`config.mk`:
```
export PLATFORM = sky130hd
export DESIGN_NAME = traceback
export DESIGN_NICKNAME = d
export VERILOG_FILES = /design/src/rtl/traceback.sv
export SDC_FILE = /design/constraint.sdc
export NUM_CORES = 1
export LEC_CHECK = 0
export ABC_AREA = 0
export BUFFER_PORTS_ARGS = -buffer_cell sky130_fd_sc_hd__buf_4
export CAP_MARGIN = 20
export CORE_UTILIZATION = 45
export DETAILED_ROUTE_END_ITERATION = 10
export HOLD_SLACK_MARGIN = 0.02
export PLACE_DENSITY = 0.67
export SETUP_SLACK_MARGIN = 0.3
export SYNTH_ARGS = -nofsm -noshare
export SYNTH_HDL_FRONTEND = slang
export SYNTH_SLANG_ARGS = --single-unit
```
`constraint.sdc`:
```
create_clock -name clk -period 2.19 [get_ports clk]
set_input_delay 0.1095 -clock clk [delete_from_list [all_inputs] [get_ports clk]]
set_output_delay 0.1095 -clock clk [all_outputs]
set_load 0.01 [all_outputs]
```
`src/rtl/traceback.sv`:
```
// traceback
//   Traceback unit for a 4-state (K=3, rate-1/2) Viterbi decoder. Walks the
//   survivor path through the per-stage previous-state pointers, which arrive
//   newest stage first. It recovers one decoded bit per stage and emits one
//   N_STAGE-bit word per frame.
//
// Ports
//   clk, rst               clock, asynchronous active-high reset
//   en_traceback           frame enable (low aborts a frame or releases DONE)
//   i_valid                pointer inputs carry a new stage this cycle
//   i_start_st             start state, sampled on the first beat of a frame
//   i_bck_prv_st_00..11    previous-state pointer for each state
//   o_data                 decoded frame, bit t = decoded bit of stage t
//   o_valid                one-cycle pulse when o_data/o_term_ok update
//   o_busy                 high while tracing
//   o_term_ok              final traced state was 2'b00
//
// state | meaning
// IDLE  | waiting for the first beat of a frame
// TRACE | accepting beats, following the survivor path
// DONE  | frame emitted; repeated stage-0 beats ignored until enable drops
module traceback #(
  parameter int N_STAGE = 8
) (
  input  logic               clk,
  input  logic               rst,
  input  logic               en_traceback,
  input  logic               i_valid,
  input  logic [1:0]         i_start_st,
  input  logic [1:0]         i_bck_prv_st_00,
  input  logic [1:0]         i_bck_prv_st_01,
  input  logic [1:0]         i_bck_prv_st_10,
  input  logic [1:0]         i_bck_prv_st_11,
  output logic [N_STAGE-1:0] o_data,
  output logic               o_valid,
  output logic               o_busy,
  output logic               o_term_ok
);

  localparam int CW = $clog2(N_STAGE) + 1;
  localparam logic [CW-1:0] LAST = CW'(N_STAGE - 1);

  typedef enum logic [1:0] {
    IDLE  = 2'd0,
    TRACE = 2'd1,
    DONE  = 2'd2
  } state_t;

  state_t             state_q, state_d;
  logic [CW-1:0]      cnt_q, cnt_d;
  logic [1:0]         cur_st_q, cur_st_d;
  logic [N_STAGE-1:0] shadow_q, shadow_d;
  logic [N_STAGE-1:0] data_q, data_d;
  logic               valid_q, valid_d;
  logic               term_q, term_d;

  // The first beat is taken straight from IDLE, so the working state and
  // count come from the start input / zero rather than from the registers.
  logic               in_idle;
  logic [1:0]         st_use;
  logic [CW-1:0]      cnt_use;
  logic [N_STAGE-1:0] shadow_base;
  logic [N_STAGE-1:0] shadow_new;
  logic [CW-1:0]      bit_idx;
  logic [1:0]         ptr_sel;
  logic               accept;

  always_comb begin
    in_idle     = (state_q == IDLE);
    st_use      = in_idle ? i_start_st : cur_st_q;
    cnt_use     = in_idle ? '0 : cnt_q;
    shadow_base = in_idle ? '0 : shadow_q;
    bit_idx     = LAST - cnt_use;
    shadow_new  = shadow_base | ({{(N_STAGE-1){1'b0}}, st_use[1]} << bit_idx);
    accept      = en_traceback & i_valid & (state_q != DONE);

    unique case (st_use)
      2'b00:   ptr_sel = i_bck_prv_st_00;
      2'b01:   ptr_sel = i_bck_prv_st_01;
      2'b10:   ptr_sel = i_bck_prv_st_10;
      default: ptr_sel = i_bck_prv_st_11;
    endcase
  end

  always_comb begin
    state_d  = state_q;
    cnt_d    = cnt_q;
    cur_st_d = cur_st_q;
    shadow_d = shadow_q;
    data_d   = data_q;
    term_d   = term_q;
    valid_d  = 1'b0;

    if (!en_traceback) begin
      // Abort/release: an in-flight beat is discarded, outputs keep their values.
      state_d  = IDLE;
      cnt_d    = '0;
      cur_st_d = 2'b00;
      shadow_d = '0;
    end else if (accept) begin
      cur_st_d = ptr_sel;
      if (cnt_use == LAST) begin
        data_d   = shadow_new;
        term_d   = (ptr_sel == 2'b00);
        valid_d  = 1'b1;
        state_d  = DONE;
        cnt_d    = '0;
        shadow_d = '0;
      end else begin
        cnt_d    = cnt_use + 1'b1;
        shadow_d = shadow_new;
        state_d  = TRACE;
      end
    end
  end

  always_ff @(posedge clk or posedge rst) begin
    if (rst) begin
      state_q  <= IDLE;
      cnt_q    <= '0;
      cur_st_q <= 2'b00;
      shadow_q <= '0;
      data_q   <= '0;
      valid_q  <= 1'b0;
      term_q   <= 1'b0;
    end else begin
      state_q  <= state_d;
      cnt_q    <= cnt_d;
      cur_st_q <= cur_st_d;
      shadow_q <= shadow_d;
      data_q   <= data_d;
      valid_q  <= valid_d;
      term_q   <= term_d;
    end
  end

  assign o_data    = data_q;
  assign o_valid   = valid_q;
  assign o_term_ok = term_q;
  assign o_busy    = (state_q == TRACE);

endmodule

```
# After elaboration in Yosys (flattened, before gate mapping)
# Cells that the tools add are included.
# word_totals
ff_bits,26
out_inout_bits,11
word_cells,41
# op_classes
addsub,2
n_eq_ne,6
shifts,1
mux,18
bitwise,3
reduce_logical,4
# ops
op,n
8-bit 2-to-1 mux,4
4-bit 2-to-1 mux,4
2-bit 2-to-1 mux,6
8-bit bitwise OR,1
1-bit by 4-bit << shifter with 8-bit output,1
2-bit logical NOT,3
2-bit case mux with 3 select lines,1
4-bit by 1-bit adder with 4-bit output (second input constant),1
2-bit by 1-bit == test with 1-bit output (second input constant),2
4-bit by 3-bit == test with 1-bit output (second input constant),1
3-bit by 4-bit subtractor with 4-bit output (first input constant),1
1-bit 2-to-1 mux,3
3-bit AND reduction,1
1-bit AND,2
2-bit == test (second input constant),1
2-bit by 1-bit != test with 1-bit output (second input constant),1
2-bit != test (second input constant),1

# Logic depth before layout (Yosys ltp)
# logic_depth
ltp_word,8
mapped_depth,6
ltp_nobuf,5

# Worst setup path after synthesis
# Ideal clock, no wire load.
# synth_timing
kind,register to register
startpoint,register state_q[0]
endpoint,register cur_st_q[1]
setup_ns,0.126
arrival_ns,1.571
required_time_ns,2.064
path_slack_ns,0.493
stages_incl_launch_ff,6
n_path_buf,0
synth_period_minus_slack_ns,1.697
cell_sequence,dfrtp_1 > nor2_8 > mux2i_4 > mux2i_1 > nor3_1 > a311o_1
# synth_between
elab_chain_cells,6
elab_cells_between_ends,11
# synth_rtl
item,line,source
start: declaration,49,"state_t state_q, state_d;"
start signal: assignment,127,state_q <= state_d;
2-bit logical NOT,69,in_idle = (state_q == IDLE);
2-bit 2-to-1 mux,70,st_use = in_idle ? i_start_st : cur_st_q;
"2-bit == test, or another cell as far along",77,unique case (st_use)
2-bit case mux with 3 select lines,77,
2-bit 2-to-1 mux,100,end else if (accept) begin
2-bit 2-to-1 mux,94,if (!en_traceback) begin
end signal: assignment,129,cur_st_q <= cur_st_d;
end: declaration,51,"logic [1:0] cur_st_q, cur_st_d;"
# Parallel ways exist; a longest one is shown, timed or not. The select of a mux whose other input is x is not followed.
# A chain may end at the register's enable or synchronous reset.

# Worst setup path in the final report
# layout_timing
startpoint,register state_q[1]
endpoint,register cur_st_q[1]
# The elaborated chain is that of the path after synthesis.

==> flow_summary.yaml <==
timing:
  setup_viol: 0
  fmax_mhz: 560
  fin_skew_ns: 0.00279
  max_slew_margin_pct: 69.3
  setup_ws_ns: 0.404
  finalCritPeriodShare_pct: 81.6
  worstMarginPinSlew_ns: 0.448
  tns_ns: 0
  min_period_ns: 1.79
  drv_slew: 0
  hold_viol: 0
  rsz0062_at_grt: "false"
power_and_ir_drop:
  p_clk_share_pct: 23.1
  total_power_mw: 0.861
  power.density_nw_per_um2: 531
  seqPwrFrac_pct: 58.9
  p_int_mw: 0.630
  p_comb_share_pct: 18.0
  ir_drop_v: 0.000345
  netSwitchingPower_mw: 0.231
  cellLeakagePower_nw: 0.784
  sw_frac_of_total_pct: 26.8
worst_setup_path:
  critical_path.max_stage_delay_ns: 0.50
  arrival_ns: 2.01
  worstSetupEndpointType: "register"
  cp-start-kind: "register"
  crit_family: "multiplexers"
  crit_fanout: 6
  critical_path.cell_chain: "nor2_8, mux2i_4, mux2i_1, nor3_1, a311o_1"
  cp_num_buf_inv: 0
  critical_path.slowest_cell: "dfrtp_1"
  required_ns: 2.41
  critPathKind: "register to register"
yosys:
  synth_area_leaders: "dfrtp_1 48%, mux2_2 5.0%, a22o_2 4.4%, mux2i_1 4.4%, nor2_1 3.6%"
  synth.avg_cell_area_um2: 11.3
  yosys_warnings: 0
  synth_top_cell_by_area: "dfrtp_1"
  ys_ff_latch: 26
  synthesis.nets: 134
  yosysTopAreaCellShare_pct: 48.1
  yosysSeqAreaShare_pct: 48.1
  syn-instance-count: 120
  syn_area_um2: 1350
  synth_cell_type_count: 36
finish:
  multi_input_area_um2: 654
  area_delta_synth_final_pct: 19.8
  num_antenna_cells: 0
  nets: 166
  fillers: 261
  ff_latch_area_um2: 651
  final-instance-count-excl-fill: 181
  layout-drive-gt1-share_pct: 38.0
global_route:
  grt_max_degree: 27
  antenna_found_initial: 0
  grt_pass1_wl_um: 4750
  grt_usage_pct: 19.6
  grt_pass1_vias: 1039
  overflow: 0
clocking:
  clockRootBuffer: "clkbuf_4"
  cts_buffers: 3
  cts_tree: "built"
  ctsResizeCount: 0
  h-tree-depth: 1
  clock-sinks: 26
  cts_buffer_depth: 2
  path_clk_slew_ns: 0.13
  insertion_delay_ns: 0.32
drt:
  ant_nets: 0
  dr.pass1.iters: 7
  via_per_inst: 5.77
  routed_wl_um: 2770
  vias: 1044
  drtIter0Drc: 22
  post-route-drc-count: 4
  wl_per_cell_um: 15.3
die:
  rows: 19
  io_pins: 25
  dieArea_um2: 3230
  die-height_um: 56.8
  die_w_um: 56.8
  initial_core_util_pct: 48.2
  core_area_um2: 2810
run_status:
  status: "finished with violations"
  violations: "DRC"
placement:
  post-place-ws_ns: 0.365
  dp.cells: 175
  dp_hpwl_um: 1990
  portBuffers: 24
  gp_congestion: 0.810
min_path:
  hp-class: "input port to register"
flow_run:
  max-cap-violations: 0
## cells in the final DEF, fill, tap and decap left out
| cell | netlist | layout |
|---|---|---|
| a21boi_0 | 1 | 1 |
| a21o_2 | 4 | 4 |
| a21oi_1 | 6 | 6 |
| a22o_1 | 3 | 3 |
| a22o_2 | 6 | 6 |
| a2bb2oi_1 | 2 | 2 |
| a311o_1 | 1 | 1 |
| a31oi_1 | 4 | 4 |
| a31oi_4 | 1 | 1 |
| a41oi_1 | 2 | 2 |
| and2_4 | 1 | 1 |
| and2b_1 | 1 | 1 |
| buf_4 | 0 | 31 |
| clkbuf_4 | 0 | 3 |
| dfrtp_1 | 26 | 26 |
| dlygate4sd3_1 | 0 | 1 |
| inv_1 | 3 | 3 |
| mux2_2 | 6 | 6 |
| mux2i_1 | 6 | 6 |
| mux2i_4 | 1 | 1 |
| nand2_1 | 8 | 8 |
| nand2b_1 | 1 | 1 |
| nand3_1 | 3 | 3 |
| nand3b_1 | 1 | 1 |
| nand4_1 | 1 | 1 |
| nor2_1 | 13 | 13 |
| nor2_8 | 1 | 1 |
| nor2b_1 | 1 | 1 |
| nor3_1 | 2 | 2 |
| nor3b_1 | 1 | 1 |
| nor3b_4 | 1 | 1 |
| nor4_4 | 1 | 1 |
| o21ai_0 | 3 | 3 |
| o21ai_1 | 2 | 2 |
| o21ai_2 | 1 | 1 |
| or2_1 | 1 | 1 |
## logic make-up (layout without fill, tap and decap cells)
kind of cell | after synthesis | in the layout | synth area share, %
and+or+nand+nor | 37 | 37 | 16.3
muxes | 13 | 13 | 11.1
buffers and inverters | 8 | 38 | 3.51
DFF | 26 | 26 | 48.1
AOI/OAI and AO/OA | 36 | 36 | 21.0
## cells in the mapped netlist
cell type and instances:
a2bb2oi_1 2, and2_4 1, nor3_1 2, a22o_1 3, mux2i_4 1, a21oi_1 6, a31oi_4 1, nor2b_1 1
nand4_1 1, a31oi_1 4, nor4_4 1, nand2_1 8, and2b_1 1, a21boi_0 1, nor3b_4 1, a311o_1 1
buf_6 2, o21ai_2 1, nor2_1 13, o21ai_1 2, dfrtp_1 26, buf_2 2, a22o_2 6, nor2_8 1
a21o_2 4, o21ai_0 3, a41oi_1 2, nand3_1 3, inv_1 3, clkbuf_1 1, nand2b_1 1, or2_1 1
mux2_2 6, nand3b_1 1, mux2i_1 6, nor3b_1 1
## power by group through the flow
stage / clock, mW / sequential, mW / combinational (mW)
CTS: 0.211 / 0.508 / 0.152
global route: 0.232 / 0.510 / 0.170
floorplan: 0 / 0.515 / 0.101
global placement: 0 / 0.516 / 0.147
detailed placement: 0 / 0.517 / 0.150
finish: 0.199 / 0.508 / 0.155
## sequential cells by signal, summed over array words and instances (netlist names)
register / count
cnt_q: 4
cur_st_q: 2
o_data: 8
o_term_ok: 1
o_valid: 1
shadow_q: 8
state_q: 2
## area by class of cell
class,count,area share (%)
Clock buffer,3,1.39
Inverter,3,0.695
Multi-Input combinational cell,86,40.4
Sequential cell,26,40.2
Tap cell,31,2.39
Timing Repair Buffer,32,15.0
## metrics by stage
| step | utilization, % | cell area [um^2] | hold WS (ns) |
|---|---|---|---|
| after detailed placement | 56.1 | 1570 | 0.197 |
| after global routing | 57.8 | 1620 | 0.0304 |
| after global placement | 56.1 | 1570 | 0.187 |
| final | 57.8 | 1620 | 0.0509 |
| after CTS | 57.2 | 1610 | 0.0362 |
| after floorplan | - | 1350 | 0.150 |
## repair_timing
action,4_1_cts,5_1_grt
endpoints found under the setup margin,0,2
hold buffers,1,0
setup buffers,0,2
hold endpoints to repair,26,0
## worst paths after layout
| kind | slack (ns) | start | to | cells after the start |
|---|---|---|---|---|
| min in group asynchronous | 0.40 | rst | o_valid | 4 |
| hold / removal | 0.05 | en_traceback | cnt_q[3] | 3 |
| setup reg to reg | 0.40 | state_q[1] | cur_st_q[1] | 5 |
| hold reg to reg | 0.52 | o_data[1] | o_data[1] | 1 |
| max in group asynchronous | 1.55 | rst | state_q[1] | 4 |
| setup / recovery | 0.40 | state_q[1] | cur_st_q[1] | 5 |
## layer usage
metal	routed length (um)	global-route usage, %	part of all wire [%]
met4	51	8.36	1.8
met5	0	0	0
met3	107	5.07	3.9
met1	1310	24.9	47
met2	1300	31.6	47
## tightest hold or removal path: cells and delay by family
family / cells / cell delay, ns
AOI/OAI and AO/OA: 1 / 0.04
buffers and inverters: 1 / 0.14
and+or+nand+nor: 1 / 0.06
Power figures use the tool's default switching activity.
